--- src/rtl/eq_pkg.sv ---
// Shared types, default widths and saturation helper for the equalizer band mixer.
package eq_pkg;

   typedef enum logic [1:0] {
      IDLE,
      MAC,
      VOL,
      HOLD
   } eq_mix_state_t;

   localparam int DEF_NUM_CH    = 2;
   localparam int DEF_NUM_BANDS = 5;
   localparam int DEF_DATA_W    = 16;
   localparam int DEF_GAIN_W    = 12;
   localparam int DEF_VOL_W     = 12;

   // Clamp a sign-extended value into the signed range of a w-bit word.
   function automatic logic signed [63:0] sat(input logic signed [63:0] x, input int w);
      logic signed [63:0] hi;
      logic signed [63:0] lo;
      hi = (64'sd1 <<< (w - 1)) - 64'sd1;
      lo = -(64'sd1 <<< (w - 1));
      if (x > hi) begin
         return hi;
      end else if (x < lo) begin
         return lo;
      end
      return x;
   endfunction

endpackage

--- src/rtl/eq_mac.sv ---
// Shared signed-sample by unsigned-gain multiplier feeding a full-precision accumulator.
module eq_mac #(
   parameter int DATA_W    = 16,
   parameter int GAIN_W    = 12,
   parameter int NUM_BANDS = 5,
   parameter int ACC_W     = DATA_W + GAIN_W + 1 + $clog2(NUM_BANDS)
) (
   input  logic                     clk,
   input  logic                     rst_n,
   input  logic                     clear,
   input  logic                     enable,
   input  logic signed [DATA_W-1:0] sample,
   input  logic        [GAIN_W-1:0] gain,
   output logic signed [ACC_W-1:0]  acc
);

   localparam int PROD_W = DATA_W + GAIN_W + 1;

   logic signed [PROD_W-1:0] sample_x;
   logic signed [PROD_W-1:0] gain_x;
   logic signed [PROD_W-1:0] product;

   // The gain is treated as a non-negative signed operand so one signed multiply suffices.
   assign sample_x = {{(GAIN_W + 1){sample[DATA_W-1]}}, sample};
   assign gain_x   = {{(DATA_W + 1){1'b0}}, gain};
   assign product  = sample_x * gain_x;

   always_ff @(posedge clk or negedge rst_n) begin
      if (!rst_n) begin
         acc <= '0;
      end else if (clear) begin
         acc <= '0;
      end else if (enable) begin
         acc <= acc + ACC_W'(product);
      end
   end

endmodule

--- src/rtl/eq_band_mixer.sv ---
// Time-multiplexed per-band gain, band sum and master volume stage with valid/ready framing.
module eq_band_mixer
   import eq_pkg::*;
#(
   parameter int NUM_CH    = DEF_NUM_CH,
   parameter int NUM_BANDS = DEF_NUM_BANDS,
   parameter int DATA_W    = DEF_DATA_W,
   parameter int GAIN_W    = DEF_GAIN_W,
   parameter int VOL_W     = DEF_VOL_W
) (
   input  logic                                clk,
   input  logic                                rst_n,
   input  logic                                in_valid,
   output logic                                in_ready,
   input  logic [NUM_CH*NUM_BANDS*DATA_W-1:0]  bands_in,
   input  logic [NUM_BANDS*GAIN_W-1:0]         gains,
   input  logic [VOL_W-1:0]                    volume,
   output logic                                out_valid,
   input  logic                                out_ready,
   output logic [NUM_CH*DATA_W-1:0]            samples_out,
   output logic                                busy
);

   localparam int ACC_W   = DATA_W + GAIN_W + 1 + $clog2(NUM_BANDS);
   localparam int VPROD_W = DATA_W + VOL_W + 1;
   localparam int BW      = (NUM_BANDS > 1) ? $clog2(NUM_BANDS) : 1;
   localparam int CW      = (NUM_CH > 1) ? $clog2(NUM_CH) : 1;
   localparam int NS      = NUM_CH * NUM_BANDS;
   localparam int IW      = (NS > 1) ? $clog2(NS) : 1;
   localparam logic [BW-1:0] LAST_B  = BW'(NUM_BANDS - 1);
   localparam logic [CW-1:0] LAST_CH = CW'(NUM_CH - 1);

   eq_mix_state_t state;
   eq_mix_state_t state_nx;

   logic [CW-1:0] ch;
   logic [BW-1:0] b;
   logic [IW-1:0] sel;

   logic signed [DATA_W-1:0] smp_q [NS];
   logic        [GAIN_W-1:0] gain_q [NUM_BANDS];
   logic        [VOL_W-1:0]  vol_q;

   logic accept;
   logic mac_en;
   logic acc_clr;

   logic signed [ACC_W-1:0]   acc;
   logic signed [ACC_W-1:0]   acc_shift;
   logic signed [DATA_W-1:0]  band_sum;
   logic signed [VPROD_W-1:0] sum_x;
   logic signed [VPROD_W-1:0] vol_x;
   logic signed [VPROD_W-1:0] vol_prod;
   logic signed [VPROD_W-1:0] vol_shift;
   logic signed [DATA_W-1:0]  vol_out;

   assign sel = IW'(ch) * IW'(NUM_BANDS) + IW'(b);

   eq_mac #(
      .DATA_W    (DATA_W),
      .GAIN_W    (GAIN_W),
      .NUM_BANDS (NUM_BANDS),
      .ACC_W     (ACC_W)
   ) u_mac (
      .clk    (clk),
      .rst_n  (rst_n),
      .clear  (acc_clr),
      .enable (mac_en),
      .sample (smp_q[sel]),
      .gain   (gain_q[b]),
      .acc    (acc)
   );

   // Band sum is rescaled and clamped before the volume multiply so the second product stays narrow.
   assign acc_shift = acc >>> (GAIN_W - 1);
   assign band_sum  = DATA_W'(sat(64'(acc_shift), DATA_W));
   assign sum_x     = {{(VOL_W + 1){band_sum[DATA_W-1]}}, band_sum};
   assign vol_x     = {{(DATA_W + 1){1'b0}}, vol_q};
   assign vol_prod  = sum_x * vol_x;
   assign vol_shift = vol_prod >>> (VOL_W - 1);
   assign vol_out   = DATA_W'(sat(64'(vol_shift), DATA_W));

   assign in_ready  = (state == IDLE);
   assign out_valid = (state == HOLD);
   assign busy      = (state != IDLE);

   always_ff @(posedge clk or negedge rst_n) begin
      if (!rst_n) begin
         state <= IDLE;
      end else begin
         state <= state_nx;
      end
   end

   always_comb begin
      state_nx = state;
      accept   = 1'b0;
      mac_en   = 1'b0;
      acc_clr  = 1'b0;
      case (state)
         IDLE: begin
            if (in_valid) begin
               accept   = 1'b1;
               acc_clr  = 1'b1;
               state_nx = MAC;
            end
         end
         MAC: begin
            mac_en = 1'b1;
            if (b == LAST_B) begin
               state_nx = VOL;
            end
         end
         VOL: begin
            acc_clr  = 1'b1;
            state_nx = (ch == LAST_CH) ? HOLD : MAC;
         end
         HOLD: begin
            if (out_ready) begin
               state_nx = IDLE;
            end
         end
         default: state_nx = IDLE;
      endcase
   end

   // Frame operands are captured once at accept so upstream may change freely mid-frame.
   always_ff @(posedge clk or negedge rst_n) begin
      if (!rst_n) begin
         ch          <= '0;
         b           <= '0;
         vol_q       <= '0;
         samples_out <= '0;
         for (int i = 0; i < NS; i++) begin
            smp_q[i] <= '0;
         end
         for (int i = 0; i < NUM_BANDS; i++) begin
            gain_q[i] <= '0;
         end
      end else begin
         if (accept) begin
            ch    <= '0;
            b     <= '0;
            vol_q <= volume;
            for (int i = 0; i < NS; i++) begin
               smp_q[i] <= bands_in[i*DATA_W +: DATA_W];
            end
            for (int i = 0; i < NUM_BANDS; i++) begin
               gain_q[i] <= gains[i*GAIN_W +: GAIN_W];
            end
         end
         if (state == MAC && b != LAST_B) begin
            b <= b + 1'b1;
         end
         if (state == VOL) begin
            b <= '0;
            for (int c = 0; c < NUM_CH; c++) begin
               if (ch == CW'(c)) begin
                  samples_out[c*DATA_W +: DATA_W] <= vol_out;
               end
            end
            if (ch != LAST_CH) begin
               ch <= ch + 1'b1;
            end
         end
      end
   end

endmodule

--- config.mk ---
export PLATFORM = sky130hd
export DESIGN_NAME = eq_band_mixer
export DESIGN_NICKNAME = d
export VERILOG_FILES = /design/src/rtl/eq_pkg.sv /design/src/rtl/eq_mac.sv /design/src/rtl/eq_band_mixer.sv
export SDC_FILE = /design/constraint.sdc
export NUM_CORES = 2
export LEC_CHECK = 0
export BUFFER_PORTS_ARGS = -buffer_cell sky130_fd_sc_hd__buf_2
export CAP_MARGIN = 25
export CORE_UTILIZATION = 50
export CTS_CLUSTER_SIZE = 24
export DETAILED_ROUTE_END_ITERATION = 10
export GPL_ROUTABILITY_DRIVEN = 0
export PLACE_DENSITY = 0.69
export SKIP_CTS_REPAIR_TIMING = 1
export SLEW_MARGIN = 10
export SYNTH_ARGS = -nofsm -noshare
export SYNTH_HDL_FRONTEND = slang
export SYNTH_HIERARCHICAL = 1
export SYNTH_SLANG_ARGS = --single-unit
--- constraint.sdc ---
create_clock -name clk -period 23.1 [get_ports clk]
set_input_delay 5.775 -clock clk [delete_from_list [all_inputs] [get_ports clk]]
set_output_delay 5.775 -clock clk [all_outputs]
set_load 0.02 [all_outputs]
## Yosys cells after proc, flatten, opt, wreduce, memory -nomap -nowiden

Cells that the tools add are included.
W data, S select, Z words.

| cells by class | value |
|---|---|
| add/sub/neg operators | 4 |
| bitwise logic cells | 3 |
| reductions and logical operators | 8 |
| equal/unequal tests | 8 |
| $lt $le $gt $ge | 6 |
| $mul | 3 |
| muxes and demuxes | 33 |

Operator list:

| cell | count |
|---|---|
| $mux W16 | 8 |
| $bmux W16 S4 | 1 |
| $mux W32 | 2 |
| $mul A16 B13 Y29 | 2 |
| $bmux W12 S3 | 1 |
| $add A32 B29 Y32 | 1 |
| $mux W12 | 2 |
| $gt A21 B16 Y1 const B | 1 |
| $lt A21 B16 Y1 const B | 1 |
| $gt A18 B16 Y1 const B | 1 |
| $lt A18 B16 Y1 const B | 1 |
| $mux W1 | 10 |
| $mux W3 | 3 |
| $mux W2 | 4 |
| $pmux W2 S4 | 1 |
| $ge A5 B5 Y1 const B | 1 |
| $not A4 Y5 | 1 |
| $add A4 B3 Y4 | 1 |
| $eq A2 B2 Y1 const B | 2 |
| $ge A4 B4 Y1 const B | 1 |
| $mul A1 B3 Y4 const B | 1 |
| $ne A2 B2 Y1 const B | 2 |
| $not A3 Y4 | 1 |
| $reduce_and A2 Y1 | 2 |
| 13 further kinds | 14 |

| word-level totals | value |
|---|---|
| bits in registers | 302 |
| bits of input ports | 236 |

## Longest topological paths before layout

| depth | value |
|---|---|
| word-level depth | 10 |
| depth in mapped cells | 30 |

## By module

Netlist, hierarchy kept.

Modules (own cells, without submodules):

| module | area an instance (um^2) | sequential area each (um^2) | times used | cells an instance |
|---|---|---|---|---|
| eq_band_mixer | 19379.8 | 6756.5 | 1 | 1687 |
| eq_mac | 10070.9 | 800.8 | 1 | 1143 |

## Least setup slack after synthesis

OpenSTA, ideal clock, no wires.

| timing path | value |
|---|---|
| path kind | register to register |
| start point | register ch |
| end point | register u_mac.acc[31] |
| cell stages (with the launch flop) | 26 |
| path buffers | 3 |
| path slack | 15.385 ns |
| arrival time | 7.590 ns |
| library setup time | 0.125 ns |
| path through | dfrtp_1 ha_1 ha_1 clkbuf_1 clkbuf_1 mux4_2 mux2i_1 o22ai_1 clkbuf_1 nand2_1 fa_1 fa_1 fa_1 fa_1 inv_1 fa_1 inv_1 fa_1 inv_1 ha_1 nand2_1 or3_1 o41ai_1 a21oi_1 and3b_1 mux2_4 |

| on the way | value |
|---|---|
| cells in the longest elaborated chain, start to end | 10 |

RTL lines:

| what | RTL line | source |
|---|---|---|
| start: declaration | eq_band_mixer.sv:36 | `logic [CW-1:0] ch;` |
| start signal: assignment | eq_band_mixer.sv:163 | `ch <= ch + 1'b1;` |
| $mul A1 B3 Y4 | eq_band_mixer.sv:57 | `assign sel = IW'(ch) * IW'(NUM_BANDS) + IW'(b);` |
| $add A4 B3 Y4 | eq_band_mixer.sv:57 |  |
| $not A4 Y5 (implied by the code) | eq_band_mixer.sv:69 | `.sample (smp_q[sel]),` |
| $bmux W16 S4 | eq_band_mixer.sv:69 |  |
| $mux W16 (implied by the code) (2 in series) | eq_band_mixer.sv:69 |  |
| $mul A16 B13 Y29 | eq_mac.sv:26 | `assign product = sample_x * gain_x;` |
| $add A32 B29 Y32 | eq_mac.sv:34 | `acc <= acc + ACC_W'(product);` |
| $mux W32 | eq_mac.sv:33 | `end else if (enable) begin` |
| $mux W32 | eq_mac.sv:31 | `end else if (clear) begin` |
| end signal: assignment | eq_mac.sv:34 |  |
| end: declaration | eq_mac.sv:14 | `output logic signed [ACC_W-1:0] acc` |

Every way passes these cells. The select of a mux whose other input is x is not followed.
A chain may end at the register's enable or synchronous reset.

## Worst setup path after layout

| timing path | value |
|---|---|
| start point | register b[2] |
| end point | register u_mac.acc[31] |

| on the way | value |
|---|---|
| cells in the longest elaborated chain, start to end | 9 |

RTL lines:

| what | RTL line | source |
|---|---|---|
| start: declaration | eq_band_mixer.sv:37 | `logic [BW-1:0] b;` |
| start signal: assignment | eq_band_mixer.sv:153 | `b <= b + 1'b1;` |
| $add A4 B3 Y4 | eq_band_mixer.sv:57 |  |
| $not A4 Y5 (implied by the code) | eq_band_mixer.sv:69 |  |
| $bmux W16 S4 | eq_band_mixer.sv:69 |  |
| $mux W16 (implied by the code) (2 in series) | eq_band_mixer.sv:69 |  |
| $mul A16 B13 Y29 * | eq_mac.sv:26 |  |
| $add A32 B29 Y32 * | eq_mac.sv:34 |  |
| $mux W32 * | eq_mac.sv:33 |  |
| $mux W32 * | eq_mac.sv:31 |  |

Mark *: on every way between the ends. The rest lies on a longest branch, timed or not. The select of a mux whose other input is x is not followed.

==> impl_metrics.sql <==
INSERT INTO impl_metrics (metric_group, metric, value, unit) VALUES
('floorplan', 'floorplan.initialDensity', '50.9', '%'),
('final_layout', 'nFillCells', '4989', ''),
('logic_synthesis', 'synthTopCellsByArea', 'sky130_fd_sc_hd__fa_1 (26%), sky130_fd_sc_hd__dfrtp_1 (26%), sky130_fd_sc_hd__mux2_2 (8.9%), sky130_fd_sc_hd__inv_1 (7.0%), sky130_fd_sc_hd__ha_1 (6.2%)', ''),
('timing', 'timing_max_transition_violations_final', '0', ''),
('detailed_routing', 'ant_nets_after_route', '0', ''),
('clock_tree', 'htree_depth', '2', ''),
('timing', 'finClkSkew', '0.0461', 'ns'),
('clock_tree', 'clkTransAtPathRegs', '0.06', 'ns'),
('timing', 'layout_min_cycle_time', '9.26', 'ns'),
('logic_synthesis', 'postSynth.asyncResetShare', '100', '%'),
('setup_path', 'crit_arrival', '9.69', 'ns'),
('floorplan', 'boundaryPins', '271', ''),
('grt', 'globalRoute.totalOverflow', '0', ''),
('grt', 'grt_antenna_before_repair', '20', ''),
('logic_synthesis', 'yosysSeqAreaShare', '25.7', '%'),
('final_layout', 'stdcell_area', '0.0329', 'mm^2'),
('timing', 'final-setup-viol-count', '0', ''),
('setup_path', 'worstPathBufferInverterCount', '5', ''),
('setup_path', 'max_stage_delay', '0.94', 'ns'),
('floorplan', 'die_y', '245', 'um'),
('timing', 'fin_setup_tns', '0', 'ns'),
('logic_synthesis', 'yosys_warnings', '6', ''),
('timing', 'rsz_0062_raised_after_global_routing', 'false', ''),
('setup_path', 'crit_required', '23.53', 'ns'),
('timing', 'final_min_period_over_clock_period', '40.1', '%'),
('setup_path', 'critical_path.startpoint_type', 'register', ''),
('floorplan', 'fp.coreArea', '0.0579', 'mm^2'),
('detailed_routing', 'drc_errors', '0', ''),
('detailed_routing', 'route.detailed.wl_per_inst', '19.1', 'um'),
('grt', 'grtUsageTotal', '25.3', '%'),
('grt', 'grt_pass1_vias', '22192', ''),
('clock_tree', 'clock-root-buffer', 'sky130_fd_sc_hd__clkbuf_16', ''),
('place', 'placedInstanceArea', '0.0315', 'mm^2'),
('clock_tree', 'tritoncts_num_sinks', '302', ''),
('logic_synthesis', 'post_synth_edffs', '0', ''),
('logic_synthesis', 'yosys_register_bits', '302', ''),
('logic_synthesis', 'synthFlopType', 'sky130_fd_sc_hd__dfrtp_1', ''),
('run', 'max_cap_violations', '0', ''),
('timing', 'postLayoutSetupSlackWorst', '13.84', 'ns'),
('clock_tree', 'cts.path.max_buffers', '3', ''),
('floorplan', 'design.die.area', '0.0599', 'mm^2'),
('run_status', 'result_of_the_run', 'finished, final reports clean', ''),
('logic_synthesis', 'syn_nets', '3599', ''),
('setup_path', 'critPathMostFrequentCell', 'sky130_fd_sc_hd__fa_1', ''),
('setup_path', 'timing.setup.critical_path_class', 'reg -> reg', ''),
('setup_path', 'critical-path-slowest-cell', 'sky130_fd_sc_hd__dfrtp_1', ''),
('place', 'port_buffers', '270', ''),
('logic_synthesis', 'synthMostInstantiatedCell', 'sky130_fd_sc_hd__inv_1', ''),
('setup_path', 'cp_max_fo', '19', ''),
('timing', 'max_slew.worst_pin.slew', '1.10', 'ns'),
('final_layout', 'final_net_count', '3819', ''),
('clock_tree', 'tritoncts_clock_tree', 'done', ''),
('detailed_routing', 'total_detailed_routing_wirelength', '73700', 'um'),
('final_layout', 'layout-drive-gt1-share', '22.4', '%'),
('logic_synthesis', 'yosysUniqueCellTypes', '82', ''),
('logic_synthesis', 'synth_top_cell_by_area', 'sky130_fd_sc_hd__fa_1', ''),
('clock_tree', 'clock_latency', '0.57', 'ns'),
('place', 'place_worst_setup_slack', '14.00', 'ns'),
('final_layout', 'area.sequential', '0.00756', 'mm^2'),
('logic_synthesis', 'avg_cell_area_syn', '10.4', 'um^2'),
('logic_synthesis', 'syn_area', '0.0295', 'mm^2'),
('logic_synthesis', 'post-synth-top-area-fraction', '26.4', '%'),
('detailed_routing', 'drt_iter0_markers', '1348', ''),
('setup_path', 'end_kind', 'register', ''),
('timing', 'timing.fmax', '108', 'MHz'),
('timing', 'report.final.hold_viol_count', '0', ''),
('timing', 'maxSlewHeadroom', '26.8', '%'),
('final_layout', 'multiInputGateArea', '0.0193', 'mm^2'),
('floorplan', 'row_count', '88', ''),
('detailed_routing', 'vias_per_cell', '5.48', ''),
('worst_hold_path', 'worst_hold_path_type', 'reg -> reg', '');
-- worst paths after layout --
kind	startpoint	endpoint	slack [ns]	cells after the start
min in group asynchronous	rst_n	u_mac/acc[4]	5.18	1
min	samples_out[31]	samples_out[31]	0.49	2
max	b[2]	u_mac/acc[31]	13.84	26
max in group asynchronous	rst_n	vol_q[2]	16.65	2
max reg2reg	b[2]	u_mac/acc[31]	13.84	26
min reg2reg	samples_out[31]	samples_out[31]	0.49	2
-- state kept, by name, summed over array words and instances, names as in the netlist --
name and cells:
vol_q 12, samples_out 32, state 2, gain_q 60, b 3, ch 1, u_mac/acc 32, smp_q 160
-- through the flow --
step           hold WS (ns)  instances
3_5_place_dp          0.470       3766
3_3_place_gp          0.465       3766
2_1_floorplan         0.475       2830
5_1_grt               0.506       3846
4_1_cts               0.483       3830
6_report              0.487       3850
-- kinds of logic after synthesis --
| family | share of synthesized area, % |
|---|---|
| mux | 14.1 |
| buf+inv | 8.90 |
| flops | 25.7 |
| fa+ha+maj | 32.5 |
| simple gates | 10.9 |
| xor+xnor | 1.31 |
| compound gates | 6.59 |
-- layer usage --
layer  up-vias  GRT usage [%]  wire, um
met5         -              0       136
met4        24           7.70      2220
met3       162           4.90      4710
met2       661           42.4     36800
met1     10828           33.1     29800
li1       9413              -         -
-- worst register-to-register path, stage by stage (launching register included) --
cell	delay, ns
sky130_fd_sc_hd__dfrtp_1	0.94
sky130_fd_sc_hd__ha_1	0.40
sky130_fd_sc_hd__xor2_2	0.19
sky130_fd_sc_hd__buf_4	0.22
sky130_fd_sc_hd__nor2_1	0.12
sky130_fd_sc_hd__nand2_1	0.31
sky130_fd_sc_hd__o22ai_1	0.86
sky130_fd_sc_hd__and2_1	0.29
sky130_fd_sc_hd__inv_1	0.07
sky130_fd_sc_hd__fa_1	0.49
sky130_fd_sc_hd__fa_1	0.82
sky130_fd_sc_hd__fa_1	0.62
sky130_fd_sc_hd__fa_1	0.58
sky130_fd_sc_hd__inv_1	0.07
sky130_fd_sc_hd__fa_1	0.48
sky130_fd_sc_hd__inv_1	0.05
sky130_fd_sc_hd__fa_1	0.47
sky130_fd_sc_hd__inv_1	0.04
sky130_fd_sc_hd__ha_1	0.33
sky130_fd_sc_hd__a21oi_1	0.15
sky130_fd_sc_hd__o21ai_0	0.16
sky130_fd_sc_hd__a21o_1	0.25
sky130_fd_sc_hd__a2111oi_4	0.39
sky130_fd_sc_hd__o311ai_1	0.20
sky130_fd_sc_hd__a21oi_1	0.15
sky130_fd_sc_hd__and3b_1	0.20
sky130_fd_sc_hd__mux2_4	0.29
-- cell usage in the layout (no fill, tap or decap), types with 10 or more instances in the layout --
master / n
sky130_fd_sc_hd__inv_1: 551
sky130_fd_sc_hd__fa_1: 388
sky130_fd_sc_hd__dfrtp_1: 302
sky130_fd_sc_hd__nand2_1: 278
sky130_fd_sc_hd__buf_2: 269
sky130_fd_sc_hd__mux2_2: 233
sky130_fd_sc_hd__and2_1: 185
sky130_fd_sc_hd__ha_1: 144
sky130_fd_sc_hd__nor2_1: 79
sky130_fd_sc_hd__mux2i_1: 78
sky130_fd_sc_hd__a21oi_1: 68
sky130_fd_sc_hd__clkbuf_16: 37
sky130_fd_sc_hd__buf_4: 37
sky130_fd_sc_hd__o22ai_1: 35
sky130_fd_sc_hd__mux4_2: 32
sky130_fd_sc_hd__xnor2_1: 29
sky130_fd_sc_hd__o21ai_0: 24
sky130_fd_sc_hd__a21o_1: 23
sky130_fd_sc_hd__nor2b_1: 21
sky130_fd_sc_hd__nand3_1: 20
sky130_fd_sc_hd__nand2b_1: 18
sky130_fd_sc_hd__o211ai_1: 15
sky130_fd_sc_hd__xor2_1: 14
sky130_fd_sc_hd__o211ai_2: 13
sky130_fd_sc_hd__o21ai_1: 11
sky130_fd_sc_hd__diode_2: 10
-- cell type report --
class | instances | area share [%]
flip-flops and latches | 302 | 23.0
clock inverters | 10 | 0.536
inverters | 552 | 6.29
well taps | 765 | 2.91
multi-input cells | 1844 | 58.7
diodes | 10 | 0.0760
repair buffers | 313 | 5.29
clock buffers | 54 | 3.28
Power is left out: the tool's default activity adds up to more than one toggle a clock period on the data nets, which glitch-free logic cannot reach.
